File: config.mk
export PLATFORM = sky130hd
export DESIGN_NAME = sccb_reg_reader
export DESIGN_NICKNAME = d
export VERILOG_FILES = /design/src/rtl/sccb_reg_reader.sv
export SDC_FILE = /design/constraint.sdc
export NUM_CORES = 1
export LEC_CHECK = 0
export CORE_MARGIN = 2
export CORE_UTILIZATION = 57
export CTS_BUF_LIST = sky130_fd_sc_hd__clkbuf_4
export CTS_CLUSTER_SIZE = 30
export DETAILED_ROUTE_END_ITERATION = 10
export PLACE_DENSITY = 0.82
export SYNTH_ARGS = -nofsm -noshare
export SYNTH_HDL_FRONTEND = slang
export SYNTH_SLANG_ARGS = --single-unit
File: constraint.sdc
create_clock -name clk -period 2.1 [get_ports clk]
set_input_delay 0.42 -clock clk [delete_from_list [all_inputs] [get_ports clk]]
set_output_delay 0.42 -clock clk [all_outputs]
set_load 0.02 [all_outputs]
File: src/rtl/sccb_reg_reader.sv
// SCCB register read-back engine: writes the sub-address, restarts, then reads one byte.
// All bus activity advances on i_enable quarter-bit ticks; each bit cell is four ticks.
module sccb_reg_reader #(
    parameter logic [7:0] DEVICE_ID = 8'h42
) (
    input  logic       clk,
    input  logic       i_reset,
    input  logic       i_enable,
    input  logic       i_start,
    input  logic [7:0] i_addr,
    input  logic       i_siod,
    output logic       o_sioc,
    output logic       o_siod_oe,
    output logic [7:0] o_data,
    output logic       o_valid,
    output logic       o_busy,
    output logic       o_nack
);

    typedef enum logic [3:0] {
        StIdle, StStart1, StTxIdW, StTxSub, StStop1, StGap,
        StStart2, StTxIdR, StRxData, StStop2, StDone
    } state_e;

    state_e     state;
    state_e     next_state;
    logic [1:0] quarter;
    logic [3:0] bit_cnt;
    logic [7:0] addr_q;
    logic [7:0] shift_q;
    logic       nack_acc;
    logic [7:0] tx_byte;
    logic       ack_slot;
    logic       bit_state;

    assign ack_slot = (bit_cnt == 4'd8);

    always_comb begin
        tx_byte    = DEVICE_ID;
        bit_state  = 1'b0;
        next_state = StIdle;
        case (state)
            StStart1: next_state = StTxIdW;
            StTxIdW:  begin next_state = StTxSub;  bit_state = 1'b1; end
            StTxSub:  begin next_state = StStop1;  bit_state = 1'b1; tx_byte = addr_q; end
            StStop1:  next_state = StGap;
            StGap:    next_state = StStart2;
            StStart2: next_state = StTxIdR;
            StTxIdR:  begin
                next_state = StRxData;
                bit_state  = 1'b1;
                tx_byte    = DEVICE_ID | 8'h01;
            end
            StRxData: begin next_state = StStop2;  bit_state = 1'b1; end
            StStop2:  next_state = StDone;
            default:  next_state = StIdle;
        endcase
    end

    always_ff @(posedge clk) begin
        if (i_reset) begin
            state     <= StIdle;
            quarter   <= 2'd0;
            bit_cnt   <= 4'd0;
            addr_q    <= 8'h00;
            shift_q   <= 8'h00;
            nack_acc  <= 1'b0;
            o_sioc    <= 1'b1;
            o_siod_oe <= 1'b0;
            o_data    <= 8'h00;
            o_valid   <= 1'b0;
            o_busy    <= 1'b0;
            o_nack    <= 1'b0;
        end else begin
            o_valid <= 1'b0;
            case (state)
                StIdle: begin
                    // A request coinciding with the completion pulse is dropped.
                    if (i_start && !o_valid) begin
                        state    <= StStart1;
                        addr_q   <= i_addr;
                        shift_q  <= 8'h00;
                        nack_acc <= 1'b0;
                        quarter  <= 2'd0;
                        bit_cnt  <= 4'd0;
                        o_busy   <= 1'b1;
                    end
                end
                StDone: begin
                    o_data  <= shift_q;
                    o_nack  <= nack_acc;
                    o_valid <= 1'b1;
                    o_busy  <= 1'b0;
                    state   <= StIdle;
                end
                default: begin
                    if (i_enable) begin
                        quarter <= quarter + 2'd1;
                        case (state)
                            StStart1, StStart2: begin
                                o_sioc    <= (quarter != 2'd3);
                                o_siod_oe <= quarter[1];
                            end
                            StTxIdW, StTxSub, StTxIdR: begin
                                o_sioc <= quarter[1];
                                if (quarter == 2'd0) begin
                                    o_siod_oe <= !ack_slot && !tx_byte[3'd7 - bit_cnt[2:0]];
                                end
                                if (quarter == 2'd2 && ack_slot) begin
                                    nack_acc <= nack_acc | i_siod;
                                end
                            end
                            StRxData: begin
                                o_sioc <= quarter[1];
                                if (quarter == 2'd0) begin
                                    o_siod_oe <= 1'b0;
                                end
                                if (quarter == 2'd2 && !ack_slot) begin
                                    shift_q <= {shift_q[6:0], i_siod};
                                end
                            end
                            StStop1, StStop2: begin
                                o_sioc    <= (quarter != 2'd0);
                                o_siod_oe <= !quarter[1];
                            end
                            default: begin
                                o_sioc    <= 1'b1;
                                o_siod_oe <= 1'b0;
                            end
                        endcase
                        if (quarter == 2'd3) begin
                            if (bit_state && !ack_slot) begin
                                bit_cnt <= bit_cnt + 4'd1;
                            end else begin
                                bit_cnt <= 4'd0;
                                state   <= next_state;
                            end
                        end
                    end
                end
            endcase
        end
    end

endmodule

==> flow_summary_export.csv, run 1 <==
group,metric,value,unit
clock_tree,cts_buffers,5,
cells_and_area,layout-drive-gt1-share,12.7,%
timing,fin_crit_sh,91.1,%
yosys,synth_edf_count,0,
die,die_w,63.9,um
cells_and_area,antenna_cells,0,
global_routing,antenna_found_initial,0,
die,die_area,4090,um^2
clock_tree,clock_path_buffers,2,
cells_and_area,fin_nets,308,
drt,antenna_left,0,
min_path,min_to,"addr_q[3]",
timing,rsz0062_at_grt,"false",
critical_path,end_kind,"register",
drt,via_per_inst,5.64,
cells_and_area,fillers,256,
die,start_util,60.4,%
yosys,synth_top_area_cell,"dfxtp_1",
global_routing,grt_max_degree,32,
yosys,synth.top_cell.area_share,39.1,%
yosys,syn_nets,276,
clock_tree,clkSlewWorstSetupHoldPaths,0.12,ns
timing,worst_slew_pin_slew,0.452,ns
placed_design,dp_cells,329,
critical_path,worstSetupPathType,"reg2reg",
timing,max_slew_margin,69.8,%
power,power.leakage,0.870,nW
drt,drt-met1-wl,2160,um
yosys,synth_area_per_cell,7.93,um^2
timing,fin_crit,1.91,ns
yosys,synth-main-ff-cell,"dfxtp_1",
placed_design,place.gp.congestion,0.826,
global_routing,overflow,0,
clock_tree,postCtsSetupBuffers,0,
critical_path,crit_fanout,10,
yosys,syn_area,2050,um^2
drt,wl_met3,254,um
min_path,min-delay-start,"addr_q[3]",
clock_tree,clkSinkCount,40,
yosys,synthArstFlopShare,0,%
critical_path,rr_worst_depth,5,
clock_tree,cts_tree,"built",
drt,finalWirelength,4650,um
cells_and_area,final_cell_mix,"nand2_1 (51), dfxtp_1 (40), a21oi_1 (35), clkdlybuf4s50_1 (25), buf_4 (18)",
critical_path,regToRegStartpoint,"state[0]",
timing,drv_slew,0,
timing,hold_violations,0,
critical_path,cp.arrival,2.16,ns
clock_tree,htree_levels,2,
run_status,status,"finished clean",
clock_tree,cts_root_buf,"clkbuf_4",
timing,setup_violations,0,
drt,wire_per_inst,13.8,um
yosys,netlist_top_cells_area,"dfxtp_1 (39%), nand2_1 (9.4%), a21oi_1 (8.6%), ha_1 (3.1%), nor2_1 (2.9%)",
critical_path,rrSetupSlack,0.19,ns
drt,route.detailed.drc,0,
yosys,yosysSeqAreaShare,39.1,%
global_routing,grt_pass1_wl,8010,um
cells_and_area,multi_input_area,1120,um^2
critical_path,r2r_end,"addr_q[7]",
cells_and_area,finalNonFillerCells,337,
min_path,hold_depth,2,
timing,finalSetupTns,0,ns
timing,max_freq,522,MHz
clock_tree,cts_resized,0,
yosys,synth-seq-cells,40,
global_routing,grtUsageTotal,24.5,%
drt,dr.first_iter.drc_count,105,
placed_design,hpwlAfterDp,3300,um
yosys,yosysWarnings,0,
clock_tree,cts_hold_buf,0,
yosys,synthCells,258,
die,core_area,3390,um^2
die,pin_count,26,
global_routing,grt_pass1_vias,1778,
die,rows,21,
clock_tree,clock_latency,0.35,ns
min_path,min_path_type,"reg2reg",
cells_and_area,syn_to_final_growth,21.2,%
power,peakVddDrop,0.645,mV
power,power,0.00237,W
power,cellPowerDensity,953,nW/um^2
drt,drt-pass1-iter-count,6,
placed_design,port-buffer-count,25,
critical_path,cp.required,2.34,ns
drt,wl_met2,2180,um
cells_and_area,seq_area,801,um^2
run,cap_violations,0,
timing,fin_skew,0.00522,ns
drt,top_layer_used,"met4",
critical_path,crit_path_start,"state[0]",
cells_and_area,mostFrequentLayoutCell,"nand2_1",
die,die_h,63.9,um
critical_path,start_kind,"register",
yosys,ys_types,49,
drt,via_count,1900,
cells in the mapped netlist, drive strengths merged (2+ instances only):
library cell / count
o32ai: 2
clkbuf: 9
o21ai: 8
nand2: 51
and3: 3
or3: 2
buf: 10
o21a: 2
a311oi: 2
dfxtp: 40
nor2b: 2
a41oi: 2
ha: 5
a22oi: 4
nor2: 17
nand2b: 4
inv: 10
o2111ai: 2
nor3: 3
o22a: 2
nand3: 11
or4: 3
nand3b: 4
mux2i: 4
o22ai: 2
o31ai: 3
a21oi: 36
metrics by stage:
step                      worst slack (ns)  area [um^2]  util [%]  hold WS (ns)
final                                0.186         2480      73.2         0.460
after global routing                0.0738         2480      73.2         0.488
after CTS                            0.192         2480      73.2         0.463
after detailed placement            0.0823         2420      71.4         0.448
after global placement               0.124         2420      71.4         0.442
after floorplan                      0.211         2050         -         0.432
final cells by class:
cell class                      instances  share of cell area, %
Clock inverter                          1                  0.353
Tap cell                               46                   2.32
Sequential cell                        40                   32.3
Inverter                               10                   1.51
Timing Repair Buffer                   44                   16.3
Multi-Input combinational cell        189                   45.1
Clock buffer                            7                   2.12
critical path: stages (launching register included):
cell and delay (ns):
dfxtp_1 0.44, or4_1 0.63, buf_4 0.20, or2_2 0.37, nand2_1 0.09, a21oi_1 0.07
cells by family after synthesis:
logic type / synth area share (%)
AOI/OAI and AO/OA: 22.8
xor gates and xnor gates: 1.22
adders and majority gates: 3.06
buffers and inverters: 6.23
DFF: 39.1
muxes: 2.51
and+or+nand+nor: 25.1
sequential cells by signal, summed over array words and instances, names as in the netlist:
register,cells
o_data,8
o_busy,1
state,4
addr_q,8
o_valid,1
o_siod_oe,1
quarter,2
nack_acc,1
bit_cnt,4
shift_q,8
o_nack,1
o_sioc,1
power by group:
part           internal (W)  switching [W]  total (W)
registers          0.000841      0.0000978   0.000939
clock network      0.000160       0.000247   0.000408
logic              0.000460       0.000559    0.00102
total               0.00146       0.000904    0.00237
worst max path at each step:
stage / endpoint / slack, ns / depth (start not counted)
6_report: addr_q[7] / 0.19 / 5
5_1_grt: state[3] / 0.07 / 5
4_1_cts: addr_q[1] / 0.19 / 5
3_5_place_dp: state[1] / 0.08 / 5
3_3_place_gp: state[1] / 0.12 / 5
2_1_floorplan: state[1] / 0.21 / 8
per-layer routing:
layer,up-vias,global-route usage (%)
met5,-,0
met4,0,8.70
met3,7,4.75
met2,56,39.2
met1,861,32.7
li1,976,-
(Power assumes the default switching activity.)
==> inputs of run 2 (changes only) <==
Settings changed: CORE_UTILIZATION 57 to 40, PLACE_DENSITY 0.82 to not set.
==> run 2 against run 1 <==
  * Die area grew 40%
  * Largest power group unchanged
  * Sequential share of layout area shrank 0.79 points
  * Utilization shrank 22 points
  * Combinational power is essentially flat
==> flow_summary_export.csv, run 2 (synthesis gave the netlist of run 1 again) <==
group,metric,value,unit
run_status,status,"finished clean",
global_routing,overflow,0,
timing,fin_crit_sh,90.5,%
die,die_area,5710,um^2
clock_tree,clkSinkCount,40,
clock_tree,clock_path_buffers,2,
placed_design,pre_cts_ws,0.143,ns
power,p_comb_share,41.4,%
power,p_clk_share,21.4,%
critical_path,start_kind,"register",
cells_and_area,largestRegisters,"addr_q x8, o_data x8, shift_q x8",
clock_tree,htree_levels,2,
min_path,min_path_type,"reg2reg",
run,cap_violations,0,
clock_tree,cts_tree,"built",
die,die_w,75.5,um
critical_path,cp.arrival,2.18,ns
clock_tree,cts_buffers,5,
placed_design,place.gp.congestion,0.865,
power,p_seq_share,37.2,%
timing,fin_crit,1.90,ns
cells_and_area,antenna_cells,0,
timing,drv_slew,0,
critical_path,cp.required,2.38,ns
global_routing,grtUsageTotal,18.1,%
cells_and_area,final_area,2540,um^2
clock_tree,cts_resized,0,
die,core_area,5010,um^2
timing,worst_slew_pin_slew,0.452,ns
clock_tree,cts_hold_buf,0,
die,rows,26,
global_routing,grt_pass1_vias,1664,
power,switching_share,37.4,%
die,start_util,40.9,%
placed_design,port-buffer-count,25,
die,pin_count,26,
drt,finalWirelength,4720,um
min_path,min-delay-start,"shift_q[7]",
timing,hold_ws,0.462,ns
global_routing,antenna_found_initial,0,
cells_and_area,fin_nets,311,
global_routing,grt_max_degree,16,
global_routing,grt_pass1_wl,7890,um
drt,dr.first_iter.drc_count,109,
cells_and_area,multi_input_area,1120,um^2
clock_tree,cts_root_buf,"clkbuf_4",
placed_design,hpwlAfterDp,3390,um
critical_path,worstSetupPathType,"reg2reg",
clock_tree,clkSlewWorstSetupHoldPaths,0.13,ns
critical_path,regToRegStartpoint,"state[2]",
timing,hold_violations,0,
timing,finalSetupTns,0,ns
timing,fin_skew,0.00812,ns
cells_and_area,fillers,505,
drt,via_count,1883,
drt,wire_per_inst,13.0,um
cells_and_area,final_cell_mix,"nand2_1 (51), dfxtp_1 (40), a21oi_1 (35), clkdlybuf4s50_1 (25), buf_4 (22)",
drt,drt-pass1-iter-count,4,
timing,rsz0062_at_grt,"false",
power,power.switching,0.000937,W
drt,route.detailed.drc,0,
critical_path,crit_path_start,"state[2]",
timing,max_slew_margin,69.8,%
cells_and_area,seq_area,801,um^2
power,power.leakage,0.885,nW
timing,finalWorstSetupSlack,0.199,ns
power,internal_power,0.00157,W
critical_path,end_kind,"register",
die,die_h,75.5,um
timing,max_freq,526,MHz
drt,antenna_left,0,
critical_path,crit_fanout,12,
cells_and_area,layout-drive-gt1-share,13.6,%
placed_design,placed_area,2460,um^2
drt,via_per_inst,5.17,
cells_and_area,syn_to_final_growth,24.3,%
power,cellPowerDensity,986,nW/um^2
cells_and_area,mostFrequentLayoutCell,"nand2_1",
clock_tree,clock_latency,0.35,ns
timing,setup_violations,0,
power,peakVddDrop,0.404,mV
clock_tree,postCtsSetupBuffers,0,
-- run 2: cell type report --
| cell class | count | area share [%] |
|---|---|---|
| clock buffer | 5 | 1.48 |
| sequential | 40 | 31.5 |
| tap | 70 | 3.44 |
| multi-input combinational | 189 | 44.0 |
| inverter | 10 | 1.48 |
| clock inverter | 3 | 1.82 |
| timing repair buffer | 47 | 16.3 |
-- run 2: power groups by stage --
stage                     combinational, W  sequential, W  clock [W]
after floorplan                   0.000732       0.000926          0
after global placement             0.00103       0.000949          0
after detailed placement           0.00103       0.000949          0
after CTS                          0.00104       0.000931   0.000553
after global routing               0.00117       0.000948   0.000582
final                              0.00104       0.000933   0.000535
-- run 2: worst paths after layout --
path	cells past startpoint	slack, ns	to
worst min-delay path	2	0.46	shift_q[7]
worst max register to register	6	0.20	bit_cnt[0]
worst min register to register	2	0.46	shift_q[7]
worst max-delay path	6	0.20	bit_cnt[0]
-- run 2: metrics by stage --
step                      cells  power [W]  util, %
final                       364    0.00251     50.8
after global routing        364    0.00270     50.8
after CTS                   364    0.00252     50.8
after detailed placement    356    0.00198     49.1
after global placement      356    0.00198     49.1
after floorplan             258    0.00166        -
-- run 2: worst max-delay path: stages (launching register included) --
cell and delay [ns]:
dfxtp_1 0.47, or4_1 0.63, nor2_4 0.20, a21oi_1 0.06
buf_4 0.16, nand2b_4 0.15, o31ai_2 0.16
-- run 2: routing by layer --
layer	up-vias	part of all wire (%)	track usage, %
met5	-	0	0
met4	0	1.8	6.43
met3	8	3.8	3.84
met2	39	42	26.4
met1	855	52	26.3
li1	981	-	-
==> inputs of run 3 (changes only) <==
Settings changed: HOLD_SLACK_MARGIN set to 0.02.
==> results of run 3 <==
Final layout, timing and power as in run 2 (identical DEF).
==> variant 1: new RTL, settings of run 1 <==
Reset style: asynchronous (`i_reset`), changed in one clocked block.
--- a/src/rtl/sccb_reg_reader.sv
+++ b/src/rtl/sccb_reg_reader.sv
@@ -57,7 +57,7 @@
         endcase
     end
 
-    always_ff @(posedge clk) begin
+    always_ff @(posedge clk or posedge i_reset) begin
         if (i_reset) begin
             state     <= StIdle;
             quarter   <= 2'd0;
Formal check against the unedited RTL: differs if i_reset is asserted again (counterexample within 4 cycles, from zero or initial values and one cycle with i_reset high); with i_reset held inactive, the same outputs for 10 cycles.
==> variant 1 against run 1 <==
- cell area is 5.2% higher
- sequential power increased by 44%
- sequential cell count stayed put
- setup slack worse by 110 ps
- power up 58%
- area after synthesis up 4.2%
- routed wire length fell by 6.5%
- global-route usage fell by 1.7 points
- clock skew grew 8.1 ps
- critical path depth decreased by 1
==> variant 1: results (changes against run 1) <==
** Layout
- The final-layout fill cell count was 293 (+14%).
- Layout cells sized above 1 :: 0.162 (+0.0350)
- The post-layout net count is 276 (-10%).
- Post-Layout Cell Count :: 307 (-8.9%)

** Synthesis
- The net count after synthesis was 240 (-13%).
- Fraction of the mapped netlist area in adder cells :: 0.0293 (-0.00124)
- Sorting the synthesized cells by area gives the leading types as dfrtp_1 46%, nand2_1 5.8%, mux2_2 5.3%, inv_1 3.3%, nand3_1 3.0%.
- In the synthesized netlist, the cells that appear most often are 39 x dfrtp_1, 33 x nand2_1, 19 x inv_1.
- The fraction of registers with async set/reset was 1.00 (+1.00).
- Main flop type after synthesis :: dfrtp_1
- The post-synthesis share of cell area spent on xor and xnor gates is 0.00411 (-0.00812).
- Distinct cell type count after synthesis :: 50 (+2.0%)

** Detailed routing
- The number of detailed-route iterations in the first pass is 4 (-2).
- Starting DRT DRC Count :: 72 (-31%)
- Sum of met2 wire segment lengths after detailed routing :: 2190 um (+0.64%)
- Vias per Instance :: 5.64 (about the same)
- The amount of wire on met3 after detailed routing was 183 um (-28%).

** STA
- The post-route clock skew came to 13.3 ps (+8.08 ps).

** Power
- The leakage power was 1.20 nW (+38%).
- Internal Pwr Total :: 2.31 mW (+58%)
- Reg power frac :: 0.360 (-0.037)
- Comb pwr share :: 0.468 (+0.037)

** GRT
- The met2 routing resource usage after global routing came to 0.372 (-0.0195).
- Largest net degree at the start of global routing :: 41 (+28%)
- Vias in the first global route :: 1,588 (-11%)
- Met1 routing resource usage after global routing :: 0.298 (-0.0296)
- The met3 track demand over resource in global routing is 0.0548 (+0.00726).

** Critical path
- R2R Path End :: bit_cnt[3]$_DFFE_PP0P_
- Beginning of the worst register-to-register path :: state[3]$_DFFE_PP0P_
- Worst r2r path cells :: 4 (-1)
- The flop-to-flop setup slack was 80 ps (-110 ps).
- The highest cell delay on the worst timing path is 610 ps (-20 ps).
- On the critical path, the stage with the largest delay is an instance of or4_4.
- Maximum fanout along the worst path :: 9 (-1)

** Placed design
- The placer congestion estimate came to 0.858 (+3.9%).
- HPWL after detailed placement :: 3210 um (-3.0%)
- The post-placement cell count was 299 (-9.1%).

** Outcome
- Outcome :: completed
==> variant 1: cell count changes after synthesis, moves of 9 or more <==
cell,change
dfxtp_1,-40
dfrtp_1,+39
a21oi_1,-33
nand2_1,-18
o21ai_1,+10
inv_1,+9
mux2_2,+9
==> variant 1: through the flow <==
| stage | hold WS [ps] | cell area (um^2) | setup slack, ps | setup TNS [ps] |
|---|---|---|---|---|
| floorplan | 440 | 2130 | 180 | 0 |
| global placement | 458 | 2500 | -186 | -586 |
| detailed placement | 465 | 2500 | -218 | -701 |
| CTS | 487 | 2610 | 69.4 | 0 |
| global route | 506 | 2610 | 7.48 | 0 |
| finish | 467 | 2610 | 78.4 | 0 |
==> variant 1: area by class of cell <==
cell class                      instances  share of cell area
Clock buffer                            6              0.0173
Clock inverter                          2              0.0230
Inverter                               19              0.0273
Multi-Input combinational cell        151               0.384
Sequential cell                        40               0.384
Tap cell                               48              0.0230
Timing Repair Buffer                   41               0.142
==> variant 2: new RTL, flow settings as in run 1 <==
Without the edit above. Re-encode `state_e` (11 states) as one-hot, 11 bits wide.
--- a/src/rtl/sccb_reg_reader.sv
+++ b/src/rtl/sccb_reg_reader.sv
@@ -17,9 +17,9 @@
     output logic       o_nack
 );
 
-    typedef enum logic [3:0] {
-        StIdle, StStart1, StTxIdW, StTxSub, StStop1, StGap,
-        StStart2, StTxIdR, StRxData, StStop2, StDone
+    typedef enum logic [10:0] {
+        StIdle = 11'b00000000001, StStart1 = 11'b00000000010, StTxIdW = 11'b00000000100, StTxSub = 11'b00000001000, StStop1 = 11'b00000010000, StGap = 11'b00000100000,
+        StStart2 = 11'b00001000000, StTxIdR = 11'b00010000000, StRxData = 11'b00100000000, StStop2 = 11'b01000000000, StDone = 11'b10000000000
     } state_e;
 
     state_e     state;
Behaviour: same outputs for any inputs over 10 cycles, from zero or initial values and one cycle with i_reset high; not proved beyond that.
==> variant 2 against run 1 <==
- the run now ends with negative setup slack left
- fmax is 14% lower
- largest power group is now sequential cells
- critical endpoint is now state[7]$_SDFFE_PP0P_
- routed wire length is 53% higher
- highest routed layer unchanged
- setup slack worse by 310 ps
- non-clock buffer count is 42 higher
- sequential cell count is 7 higher
- cell area is 34% higher
- combinational power is 5% lower
- power is 2.7% higher
- area after synthesis is 20% higher
- first-iteration DRC count is 130% higher
- largest cell class unchanged
- sequential share of layout area is 3.6 points lower
==> variant 2: results (changes against run 1) <==
** GRT
- Largest net degree at the start of global routing :: 26 (-19%)
- The global-route wire length before repair is 11,000 um (+38%).
- Vias in the first global route :: 2,318 (+30%)
- The total routing resource utilization after global routing was 0.280 (+0.0355).

** Worst hold path
- Hold EP :: addr_q[4]$_SDFFE_PP0P_
- The startpoint identified for the worst hold timing path is addr_q[4]$_SDFFE_PP0P_.

** STA
- The tightest slew margin relative to the limit was 0.762 (+0.0645).
- Final worst slack :: -121 ps (-307 ps)
- The final count of negative-setup-slack endpoints came to 11 (+11).
- Worst-case clock skew :: 18.2 ps (+13.0 ps)

** Layout
- Counting flops per register, the top entry is state.
- Nets :: 377 (+22%)
- Layout cells sized above 1 :: 0.278 (+0.151)

** Placed design
- The worst setup slack before clock tree synthesis is -115 ps (-197 ps).
- Placer congestion estimate :: 0.860 (+4.1%)
- The post-detailed-placement half-perimeter wirelength was 4590 um (+39%).
- The cell area after placement is 0.00301 mm^2 (+25%).

** Power
- The largest vdd supply drop came to 0.437 mV (-32%).
- The leakage power is 1.31 nW (+51%).
- The total power divided by cell area came to 732 mW/mm^2 (-23%).

** Critical path
- The maximum fanout encountered on the critical timing path is 7 (-3).
- On the critical path, the stage with the largest delay is an instance of dfxtp_4.
- Beginning of the worst register-to-register path :: state[7]$_SDFFE_PP0P_
- In this run the critical register-to-register path is captured at state[7]$_SDFFE_PP0P_.
- The highest cell delay on the worst timing path was 400 ps (-230 ps).
- Arrival time at the worst endpoint :: 2470 ps (+310 ps)

** Synthesis
- Cell types with the largest area share after synthesis :: dfxtp_1 38%, nand2_1 8.3%, a21oi_1 6.1%, mux2i_1 4.1%, nand3_1 2.7%
- The share of the yosys chip area belonging to registers came to 0.383 (-0.00772).
- Post-synthesis net count :: 301 (+9.1%)
- The number of unique standard cell types used by synthesis came to 57 (+16%).
- Synth cell count leaders :: 54 x nand2_1, 47 x dfxtp_1, 30 x a21oi_1

** Outcome
- Violations in the final reports :: negative setup slack
- Outcome :: finished, violations left

** Detailed routing
- The number of DRC markers in iteration 0 came to 241 (+130%).
- The post-detailed-route via-to-cell ratio came to 6.01 (+6.6%).
- The final wirelength is 7090 um (+53%).
- The number of detailed-route iterations in the first pass was 4 (-2).

** CTS
- Worst-Skew Late Latency :: 370 ps (+20 ps)
-- variant 2: cell count changes after synthesis, moves of 4 or more --
cell             run 1  this run
nand4b_1             0         5
dfxtp_1             40        47
o21ai_0              8         4
a21oi_1             35        30
nor2b_1              2         8
mux2i_1              4        10
-- variant 2: final cells by class --
cell class	count	area, um^2
Multi-Input combinational cell	210	1460
Sequential cell	47	951
Timing Repair Buffer	86	757
Fill cell	256	738
Tap cell	50	62.6
Clock buffer	6	45.0
Inverter	9	33.8
Clock inverter	2	12.5
-- variant 2: kinds of logic (layout without fill, tap and decap cells) --
| kind of cell | count (synthesis) | in the layout | synth area share |
|---|---|---|---|
| buffers and inverters | 26 | 103 | 0.0525 |
| XOR/XNOR | 2 | 2 | 0.00714 |
| flip-flops | 47 | 47 | 0.383 |
| adder cells (fa/ha/maj) | 5 | 5 | 0.0255 |
| AND/OR/NAND/NOR | 126 | 126 | 0.287 |
| AO/OA/AOI/OAI | 63 | 63 | 0.186 |
| multiplexers | 14 | 14 | 0.0592 |
-- variant 2: where the power goes --
part / internal, mW / switching [mW] / leakage (nW)
combinational: 0.489 / 0.485 / 0.895
sequential: 0.956 / 0.0648 / 0.383
clock: 0.143 / 0.293 / 0.0333
total: 1.59 / 0.843 / 1.31
-- variant 2: per-stage QoR --
step	TNS [ps]	instances
after floorplan	0	283
after global placement	-312	385
after detailed placement	-1170	385
after CTS	0	398
after global routing	-1460	410
final	-752	410
-- variant 2: per-layer routing --
metal	routed length [um]	track usage
met4	189	0.0897
met3	317	0.0494
met1	3120	0.347
met5	0	0
met2	3470	0.493
-- variant 2: critical path, delay by kind of cell (launching register included) --
family	cells	cell delay [ps]
AO/OA/AOI/OAI	2	480
buffers and inverters	2	350
AND/OR/NAND/NOR	2	500
flip-flops	1	400
multiplexers	1	390
-- variant 2: worst max path at each step --
stage | slack, ps | cells past startpoint | startpoint | to
after global placement | -40 | 6 | i_start | state[9]$_SDFFE_PP0P_
after detailed placement | -110 | 7 | i_start | state[2]$_SDFFE_PP0P_
final | -120 | 7 | state[7]$_SDFFE_PP0P_ | state[7]$_SDFFE_PP0P_
after global routing | -150 | 8 | state[7]$_SDFFE_PP0P_ | state[2]$_SDFFE_PP0P_
after CTS | 2 | 7 | state[5]$_SDFFE_PP0P_ | o_siod_oe$_SDFFE_PP0P_
after floorplan | 60 | 7 | state[1]$_SDFFE_PP0P_ | state[7]$_SDFFE_PP0P_
-- variant 2: timing repair --
item | in CTS | in global routing
endpoints found under the hold margin | 0 | 0
pin swaps | 2 | 9
endpoints found under the setup margin | 12 | 25
gates resized for setup | 7 | 19
cloned | 0 | 1
setup buffers | 5 | 12
